[src/rtl/fetch_redirect_ctrl_pkg.sv]
// Shared types and constants for the fetch redirect sequencer.
package fetch_ctrl_pkg;

    // Sequencer states.
    typedef enum logic [1:0] {
        ST_BOOT   = 2'd0,
        ST_RUN    = 2'd1,
        ST_FLUSH  = 2'd2,
        ST_HALTED = 2'd3
    } fetch_state_e;

    // Redirect source codes reported on redirect_src_o.
    localparam logic [1:0] SRC_NONE   = 2'd0;
    localparam logic [1:0] SRC_JUMP   = 2'd1;
    localparam logic [1:0] SRC_BRANCH = 2'd2;
    localparam logic [1:0] SRC_TRAP   = 2'd3;

    // Boot fetch address.
    localparam logic [31:0] DEFAULT_RESET_PC = 32'h0000_01CC;

    // Squash window counter width; holds up to 15 cycles.
    localparam int FLUSH_CTR_W = 4;

endpackage

[src/rtl/fetch_redirect_ctrl_if.sv]
// Redirect-source / PC-register bundle for the fetch redirect sequencer.
interface fetch_redirect_ctrl_if #(
    parameter int XLEN  = 32,
    parameter int CNT_W = 16
);
    logic             if_ready_i;
    logic             trap_req_i;
    logic [XLEN-1:0]  trap_vec_i;
    logic             branch_req_i;
    logic [XLEN-1:0]  branch_target_i;
    logic             jump_req_i;
    logic [XLEN-1:0]  jump_target_i;
    logic             halt_req_i;
    logic             resume_req_i;
    logic [XLEN-1:0]  resume_pc_i;
    logic             pc_advance_o;
    logic             pc_redirect_o;
    logic [XLEN-1:0]  redirect_pc_o;
    logic [1:0]       redirect_src_o;
    logic             flush_o;
    logic             halted_o;
    logic [CNT_W-1:0] redirect_cnt_o;

    // Pipeline side: drives requests, observes PC control.
    modport master (
        output if_ready_i, trap_req_i, trap_vec_i, branch_req_i, branch_target_i,
               jump_req_i, jump_target_i, halt_req_i, resume_req_i, resume_pc_i,
        input  pc_advance_o, pc_redirect_o, redirect_pc_o, redirect_src_o,
               flush_o, halted_o, redirect_cnt_o
    );

    // Sequencer side.
    modport slave (
        input  if_ready_i, trap_req_i, trap_vec_i, branch_req_i, branch_target_i,
               jump_req_i, jump_target_i, halt_req_i, resume_req_i, resume_pc_i,
        output pc_advance_o, pc_redirect_o, redirect_pc_o, redirect_src_o,
               flush_o, halted_o, redirect_cnt_o
    );

endinterface

[src/rtl/fetch_redirect_ctrl_redirect_prio_arb.sv]
// Fixed-priority select among trap, branch and jump redirect requests.
module redirect_prio_arb
    import fetch_ctrl_pkg::*;
#(
    parameter int XLEN = 32
) (
    input  logic            trap_req,
    input  logic [XLEN-1:0] trap_vec,
    input  logic            branch_req,
    input  logic [XLEN-1:0] branch_target,
    input  logic            jump_req,
    input  logic [XLEN-1:0] jump_target,
    output logic            valid,
    output logic [1:0]      src,
    output logic [XLEN-1:0] target
);

    // Trap beats branch beats jump; losing requests are simply dropped.
    always_comb begin
        valid  = 1'b1;
        src    = SRC_TRAP;
        target = trap_vec;
        if (trap_req) begin
            src    = SRC_TRAP;
            target = trap_vec;
        end else if (branch_req) begin
            src    = SRC_BRANCH;
            target = branch_target;
        end else if (jump_req) begin
            src    = SRC_JUMP;
            target = jump_target;
        end else begin
            valid  = 1'b0;
            src    = SRC_NONE;
            target = '0;
        end
    end

endmodule

[src/rtl/fetch_redirect_ctrl.sv]
// Fetch PC sequencer: boot redirect, redirect arbitration, squash window, debug halt/resume.
module fetch_redirect_ctrl
    import fetch_ctrl_pkg::*;
#(
    parameter int              XLEN         = 32,
    parameter logic [XLEN-1:0] RESET_PC     = XLEN'(DEFAULT_RESET_PC),
    parameter int              FLUSH_CYCLES = 2,
    parameter int              CNT_W        = 16
) (
    input  logic clk_i,
    input  logic reset_i,
    input  logic enable_i,
    fetch_redirect_ctrl_if.slave bus
);

    localparam logic [FLUSH_CTR_W-1:0] FLUSH_LOAD = FLUSH_CTR_W'(FLUSH_CYCLES);

    fetch_state_e           state_q, state_d;
    logic [FLUSH_CTR_W-1:0] ctr_q, ctr_d;
    logic                   halt_pend_q, halt_pend_d;
    logic [CNT_W-1:0]       cnt_q, cnt_d;
    logic                   flush_q, halted_q;

    logic                   active;
    logic                   arb_trap, arb_branch, arb_jump;
    logic                   arb_valid;
    logic [1:0]             arb_src;
    logic [XLEN-1:0]        arb_target;

    logic                   pc_advance, pc_redirect;
    logic [XLEN-1:0]        redirect_pc;
    logic [1:0]             redirect_src;

    assign active = enable_i & ~reset_i;

    // Branch/jump only matter in RUN (FLUSH is on a squashed path); traps in RUN or FLUSH.
    assign arb_trap   = bus.trap_req_i   & ((state_q == ST_RUN) | (state_q == ST_FLUSH));
    assign arb_branch = bus.branch_req_i &  (state_q == ST_RUN);
    assign arb_jump   = bus.jump_req_i   &  (state_q == ST_RUN);

    redirect_prio_arb #(.XLEN(XLEN)) u_arb (
        .trap_req      (arb_trap),
        .trap_vec      (bus.trap_vec_i),
        .branch_req    (arb_branch),
        .branch_target (bus.branch_target_i),
        .jump_req      (arb_jump),
        .jump_target   (bus.jump_target_i),
        .valid         (arb_valid),
        .src           (arb_src),
        .target        (arb_target)
    );

    // State register plus counters; everything freezes while enable_i is low.
    always_ff @(posedge clk_i) begin
        if (reset_i) begin
            state_q     <= ST_BOOT;
            ctr_q       <= '0;
            halt_pend_q <= 1'b0;
            cnt_q       <= '0;
            flush_q     <= 1'b0;
            halted_q    <= 1'b0;
        end else if (enable_i) begin
            state_q     <= state_d;
            ctr_q       <= ctr_d;
            halt_pend_q <= halt_pend_d;
            cnt_q       <= cnt_d;
            flush_q     <= (state_d == ST_FLUSH);
            halted_q    <= (state_d == ST_HALTED);
        end
    end

    // Next-state, squash counter, pending halt and saturating redirect count.
    always_comb begin
        state_d     = state_q;
        ctr_d       = ctr_q;
        halt_pend_d = halt_pend_q;
        cnt_d       = cnt_q;
        if (((state_q == ST_RUN) || (state_q == ST_FLUSH)) && bus.halt_req_i)
            halt_pend_d = 1'b1;
        if (pc_redirect && (state_q != ST_BOOT) && (cnt_q != {CNT_W{1'b1}}))
            cnt_d = cnt_q + 1'b1;
        case (state_q)
            ST_BOOT: state_d = ST_RUN;
            ST_RUN: begin
                if (arb_valid) begin
                    state_d = ST_FLUSH;
                    ctr_d   = FLUSH_LOAD;
                end else if (halt_pend_q) begin
                    state_d = ST_HALTED;
                    ctr_d   = '0;
                end
            end
            ST_FLUSH: begin
                if (arb_valid) begin
                    ctr_d = FLUSH_LOAD;
                end else if (halt_pend_q) begin
                    // Halting abandons whatever is left of the squash window.
                    state_d = ST_HALTED;
                    ctr_d   = '0;
                end else if (ctr_q <= FLUSH_CTR_W'(1)) begin
                    state_d = ST_RUN;
                    ctr_d   = '0;
                end else begin
                    ctr_d = ctr_q - 1'b1;
                end
            end
            ST_HALTED: begin
                if (bus.resume_req_i) begin
                    state_d     = ST_FLUSH;
                    ctr_d       = FLUSH_LOAD;
                    halt_pend_d = 1'b0;
                end
            end
            default: state_d = ST_BOOT;
        endcase
    end

    // PC control outputs, combinational from state and this cycle's requests.
    always_comb begin
        pc_advance   = 1'b0;
        pc_redirect  = 1'b0;
        redirect_pc  = '0;
        redirect_src = SRC_NONE;
        if (active) begin
            case (state_q)
                ST_BOOT: begin
                    pc_redirect = 1'b1;
                    redirect_pc = RESET_PC;
                end
                ST_RUN, ST_FLUSH: begin
                    if (arb_valid) begin
                        pc_redirect  = 1'b1;
                        redirect_pc  = arb_target;
                        redirect_src = arb_src;
                    end
                    pc_advance = bus.if_ready_i & ~arb_valid;
                end
                ST_HALTED: begin
                    if (bus.resume_req_i) begin
                        pc_redirect = 1'b1;
                        redirect_pc = bus.resume_pc_i;
                    end
                end
                default: ;
            endcase
        end
    end

    assign bus.pc_advance_o   = pc_advance;
    assign bus.pc_redirect_o  = pc_redirect;
    assign bus.redirect_pc_o  = redirect_pc;
    assign bus.redirect_src_o = redirect_src;
    assign bus.flush_o        = flush_q & active;
    assign bus.halted_o       = halted_q & active;
    assign bus.redirect_cnt_o = cnt_q;

endmodule

[src/flat_wrapper.sv]
// flat-port wrapper written by rule: the top's interface ports become plain ports
module fetch_redirect_ctrl_flat import fetch_ctrl_pkg::*;
#(
    parameter int              XLEN         = 32,
    parameter logic [XLEN-1:0] RESET_PC     = XLEN'(DEFAULT_RESET_PC),
    parameter int              FLUSH_CYCLES = 2,
    parameter int              CNT_W        = 16
)
  (clk_i, reset_i, enable_i, bus_if_ready_i, bus_trap_req_i, bus_trap_vec_i, bus_branch_req_i, bus_branch_target_i, bus_jump_req_i, bus_jump_target_i, bus_halt_req_i, bus_resume_req_i, bus_resume_pc_i, bus_pc_advance_o, bus_pc_redirect_o, bus_redirect_pc_o, bus_redirect_src_o, bus_flush_o, bus_halted_o, bus_redirect_cnt_o);
  fetch_redirect_ctrl_if #(.XLEN(XLEN), .CNT_W(CNT_W)) bus_i ();
  input  logic clk_i;
  input  logic reset_i;
  input  logic enable_i;
  input wire logic [$bits(bus_i.if_ready_i)-1:0] bus_if_ready_i;
  input wire logic [$bits(bus_i.trap_req_i)-1:0] bus_trap_req_i;
  input wire logic [$bits(bus_i.trap_vec_i)-1:0] bus_trap_vec_i;
  input wire logic [$bits(bus_i.branch_req_i)-1:0] bus_branch_req_i;
  input wire logic [$bits(bus_i.branch_target_i)-1:0] bus_branch_target_i;
  input wire logic [$bits(bus_i.jump_req_i)-1:0] bus_jump_req_i;
  input wire logic [$bits(bus_i.jump_target_i)-1:0] bus_jump_target_i;
  input wire logic [$bits(bus_i.halt_req_i)-1:0] bus_halt_req_i;
  input wire logic [$bits(bus_i.resume_req_i)-1:0] bus_resume_req_i;
  input wire logic [$bits(bus_i.resume_pc_i)-1:0] bus_resume_pc_i;
  output wire logic [$bits(bus_i.pc_advance_o)-1:0] bus_pc_advance_o;
  output wire logic [$bits(bus_i.pc_redirect_o)-1:0] bus_pc_redirect_o;
  output wire logic [$bits(bus_i.redirect_pc_o)-1:0] bus_redirect_pc_o;
  output wire logic [$bits(bus_i.redirect_src_o)-1:0] bus_redirect_src_o;
  output wire logic [$bits(bus_i.flush_o)-1:0] bus_flush_o;
  output wire logic [$bits(bus_i.halted_o)-1:0] bus_halted_o;
  output wire logic [$bits(bus_i.redirect_cnt_o)-1:0] bus_redirect_cnt_o;
  assign bus_i.if_ready_i = bus_if_ready_i;
  assign bus_i.trap_req_i = bus_trap_req_i;
  assign bus_i.trap_vec_i = bus_trap_vec_i;
  assign bus_i.branch_req_i = bus_branch_req_i;
  assign bus_i.branch_target_i = bus_branch_target_i;
  assign bus_i.jump_req_i = bus_jump_req_i;
  assign bus_i.jump_target_i = bus_jump_target_i;
  assign bus_i.halt_req_i = bus_halt_req_i;
  assign bus_i.resume_req_i = bus_resume_req_i;
  assign bus_i.resume_pc_i = bus_resume_pc_i;
  assign bus_pc_advance_o = bus_i.pc_advance_o;
  assign bus_pc_redirect_o = bus_i.pc_redirect_o;
  assign bus_redirect_pc_o = bus_i.redirect_pc_o;
  assign bus_redirect_src_o = bus_i.redirect_src_o;
  assign bus_flush_o = bus_i.flush_o;
  assign bus_halted_o = bus_i.halted_o;
  assign bus_redirect_cnt_o = bus_i.redirect_cnt_o;
  fetch_redirect_ctrl #(.XLEN(XLEN), .RESET_PC(RESET_PC), .FLUSH_CYCLES(FLUSH_CYCLES), .CNT_W(CNT_W)) u_core (.clk_i(clk_i), .reset_i(reset_i), .enable_i(enable_i), .bus(bus_i));
endmodule
[config.mk]
export PLATFORM = sky130hd
export DESIGN_NAME = fetch_redirect_ctrl_flat
export DESIGN_NICKNAME = d
export VERILOG_FILES = /design/src/rtl/fetch_redirect_ctrl_pkg.sv /design/src/rtl/fetch_redirect_ctrl_if.sv /design/src/rtl/fetch_redirect_ctrl_redirect_prio_arb.sv /design/src/rtl/fetch_redirect_ctrl.sv /design/src/flat_wrapper.sv
export SDC_FILE = /design/constraint.sdc
export NUM_CORES = 1
export LEC_CHECK = 0
export CAP_MARGIN = 40
export CORE_ASPECT_RATIO = 0.9
export CORE_UTILIZATION = 35
export DETAILED_ROUTE_END_ITERATION = 8
export PLACE_DENSITY_LB_ADDON = 0.05
export SLEW_MARGIN = 20
export SYNTH_ARGS = -nofsm -noshare
export SYNTH_HDL_FRONTEND = slang
export SYNTH_SLANG_ARGS = --single-unit
[constraint.sdc]
create_clock -name clk_i -period 2.9 [get_ports clk_i]
set_clock_uncertainty 0.1 [all_clocks]
set_input_delay 0.58 -clock clk_i [delete_from_list [all_inputs] [get_ports clk_i]]
set_output_delay 0.58 -clock clk_i [all_outputs]
set_load 0.03 [all_outputs]
==> flow_metrics.env <==
export IMPL_path_cells="dlygate4sd2_1, buf_4, o21a_1, o21a_4, bufbuf_16, a221oi_4, nor2_2, buf_4"
export IMPL_synth_area_leaders="dfxtp_1 (19%), a221oi_1 (12%), a21oi_1 (8.8%)"
export IMPL_layout_area_overhead_vs_synth_pct=98.70
export IMPL_vias_per_cell=5.651
export IMPL_totalNegativeSetupSlack_ns=0
export IMPL_crit_slowest_cell="bufbuf_16"
export IMPL_synthCells=375
export IMPL_first_global_vias=3470
export IMPL_yosys_area_top_type="dfxtp_1"
export IMPL_vias=3741
export IMPL_slew_viol_final=0
export IMPL_initial_core_util=0.3650
export IMPL_nFillCells=551
export IMPL_drt_iter0_drc=148
export IMPL_synthesis_nets=520
export IMPL_syn_area_per_cell_sq_um=6.957
export IMPL_power_mw=1.126
export IMPL_fin_nets=715
export IMPL_netlist_area_leader_share=0.1918
export IMPL_async_reset_ff_frac=0
export IMPL_grt_pass1_wl_mm=17.60
export IMPL_slew_limit_headroom=0.5324
export IMPL_cts_clk_slew_worst_paths_ns=0.09
export IMPL_numClockSinks=25
export IMPL_ir_drop_uv=209.3
export IMPL_seqCellArea_sq_um=505.5
export IMPL_hold_violations=0
export IMPL_finalSetupViolations=0
export IMPL_crit_path_end_kind="primary output"
export IMPL_remaining_drc_errors=0
export IMPL_multi_input_area_sq_um=2162
export IMPL_grt_max_degree=34
export IMPL_grt_busiest_layer="met2"
export IMPL_drtAntennaViolNets=0
export IMPL_htreeDepth=1
export IMPL_io_pins=191
export IMPL_rsz0062_at_grt="no"
export IMPL_dpl_hpwl_mm=8.470
export IMPL_final_area_sq_um=5184
export IMPL_fmax_mhz=354.2
export IMPL_die_area_sq_um=7804
export IMPL_core_region_area_sq_um=7148
export IMPL_cts_buffer_depth=2
export IMPL_ys_types=52
export IMPL_grt_met3_usage=0.07377
export IMPL_die_y_um=83.91
export IMPL_cp_common_cell="buf_4"
export IMPL_cts_buffers=3
export IMPL_met1_usage=0.3578
export IMPL_firstDrtPassIters=4
export IMPL_cts_tree="built"
export IMPL_gp_congestion=0.8899
export IMPL_clockRootBuffer="clkbuf_8"
export IMPL_cp_required_ns=2.22
export IMPL_min_path_type="reg2reg"
export IMPL_antenna_found_initial=0
export IMPL_syn_area_sq_um=2609
export IMPL_finalCritPeriodShare=0.9735
export IMPL_slowest_delay_ns=0.28
export IMPL_outcome="completed"
export IMPL_cap_violations=0
export IMPL_grt_ovfl_total=0
export IMPL_timing_worst_slew_pin_value_ns=0.6956
export IMPL_placed_area_sq_um=4748
export IMPL_dieWidth_um=93.01
export IMPL_cp_start_kind="input pin"
export IMPL_fin_crit_ns=2.823
export IMPL_row_count=29
export IMPL_ys_seq_elements=25
export IMPL_gr_usage_met2=0.4739
export IMPL_worstSetupPathType="in2out"
export IMPL_cp_arrival_ns=2.14
export IMPL_antenna_cells=0
export IMPL_finalNonFillerCells=662
export IMPL_drt_wl_total_mm=11.67
export IMPL_synth_seq_area_share=0.1918
export IMPL_grtUsageTotal=0.2814
export IMPL_power_leakage_nw=1.955
export IMPL_clkLatencyLatePin_ns=0.27
export IMPL_dp_cells=654
export IMPL_port_buffers=190
export IMPL_critPathMaxFanout=5
export IMPL_synth_flop_cell="dfxtp_1"
export IMPL_synth_enable_flop_cells=0
export IMPL_holdBufCountCts=0
export IMPL_drive_gt1_frac=0.2882
export IMPL_wire_per_inst_um=17.62
export IMPL_hold_ws_ns=0.3919
export IMPL_power_density_nw_per_um2=217.3
export IMPL_ys_warn_count=0
worst paths after layout:
kind                                       start                                         end  slack, ns  cells past startpoint
setup / recovery                bus_branch_req_i                        bus_redirect_pc_o[7]       0.08                      8
hold / removal      u_core.ctr_q[3]$_SDFFE_PP0P_                u_core.ctr_q[3]$_SDFFE_PP0P_       0.39                      2
setup reg to reg  u_core.state_q[1]$_SDFFE_PP0P_  u_core.bus.redirect_cnt_o[15]$_SDFFE_PP0P_       0.36                     10
hold reg to reg     u_core.ctr_q[3]$_SDFFE_PP0P_                u_core.ctr_q[3]$_SDFFE_PP0P_       0.39                      2
Yosys cell counts (2+ instances only):
library cell  number
clkbuf_1          28
nand3_1            7
nand3b_1           2
dfxtp_1           25
a211o_1            3
a211oi_1           4
o21a_1             3
inv_1             39
nor4_1             2
a2111oi_0          2
nand2b_1           7
mux2i_1            3
nor3_1             2
nand2_1           10
nor2b_1            4
o41ai_1            2
buf_1              3
or3_1              2
nand4_1            3
o21ai_0            6
and2_1             5
a221oi_1          37
a311oi_1           3
ha_1               8
a31oi_1            2
o31ai_1            5
a22oi_1           27
nor2_1            53
or4_1              6
a21oi_1           46
clkbuf_8           2
xnor2_1            4
metal layers:
layer | vias up | share of wire
met2 | 159 | 0.49
met4 | 0 | 0.019
met1 | 1772 | 0.42
met5 | - | 0
li1 | 1790 | -
met3 | 20 | 0.070
critical path, delay by kind of cell:
| family | cells | cell delay [ns] |
|---|---|---|
| buf+inv | 4 | 0.84 |
| compound gates | 3 | 0.68 |
| simple gates | 1 | 0.04 |
area by class of cell:
cell class | instances | share of cell area
repair buffers | 224 | 0.4219
multi-input cells | 275 | 0.4171
flip-flops and latches | 25 | 0.09751
inverters | 41 | 0.03234
well taps | 93 | 0.02245
clock buffers | 4 | 0.008689
logic make-up after synthesis:
kind of cell,share of synthesized area
mux,0.02014
buf+inv,0.1213
xor+xnor,0.01343
flops,0.1918
fa+ha+maj,0.03837
simple gates,0.2245
compound gates,0.3904
layout by cell type, fill, tap and decap left out, types with 10 or more instances in the layout:
cell               n
nor2_2            29
a22oi_2           20
buf_4             61
nand2_1           10
inv_1             38
a221oi_1          17
clkdlybuf4s50_1  149
dfxtp_1           23
a21oi_1           43
nor2_1            24
a221oi_2          16
what timing repair did:
item,4_1_cts,5_1_grt
pin swaps,5,7
resized for setup,32,31
setup buffers,2,0
setup endpoints to repair,33,31
gates cloned,2,0
state kept, by name, summed over array words and instances, names as in the netlist:
signal,cells
u_core.ctr_q,4
u_core.flush_q,1
u_core.bus.redirect_cnt_o,16
u_core.halted_q,1
u_core.halt_pend_q,1
u_core.state_q,2
through the flow:
step           utilization  setup slack (ns)
3_3_place_gp        0.6643           -0.1277
4_1_cts             0.7014          0.006045
5_1_grt             0.7252          0.002185
3_5_place_dp        0.6643           -0.1619
6_report            0.7252           0.07684
2_1_floorplan            -           0.07157
report_power, final:
part           switching (mW)  internal (mW)  total, mW
Clock                   0.115         0.0984      0.214
Combinational           0.239          0.322      0.561
Sequential            0.00506          0.347      0.352
No activity file was read; power rests on OpenSTA's default activity.
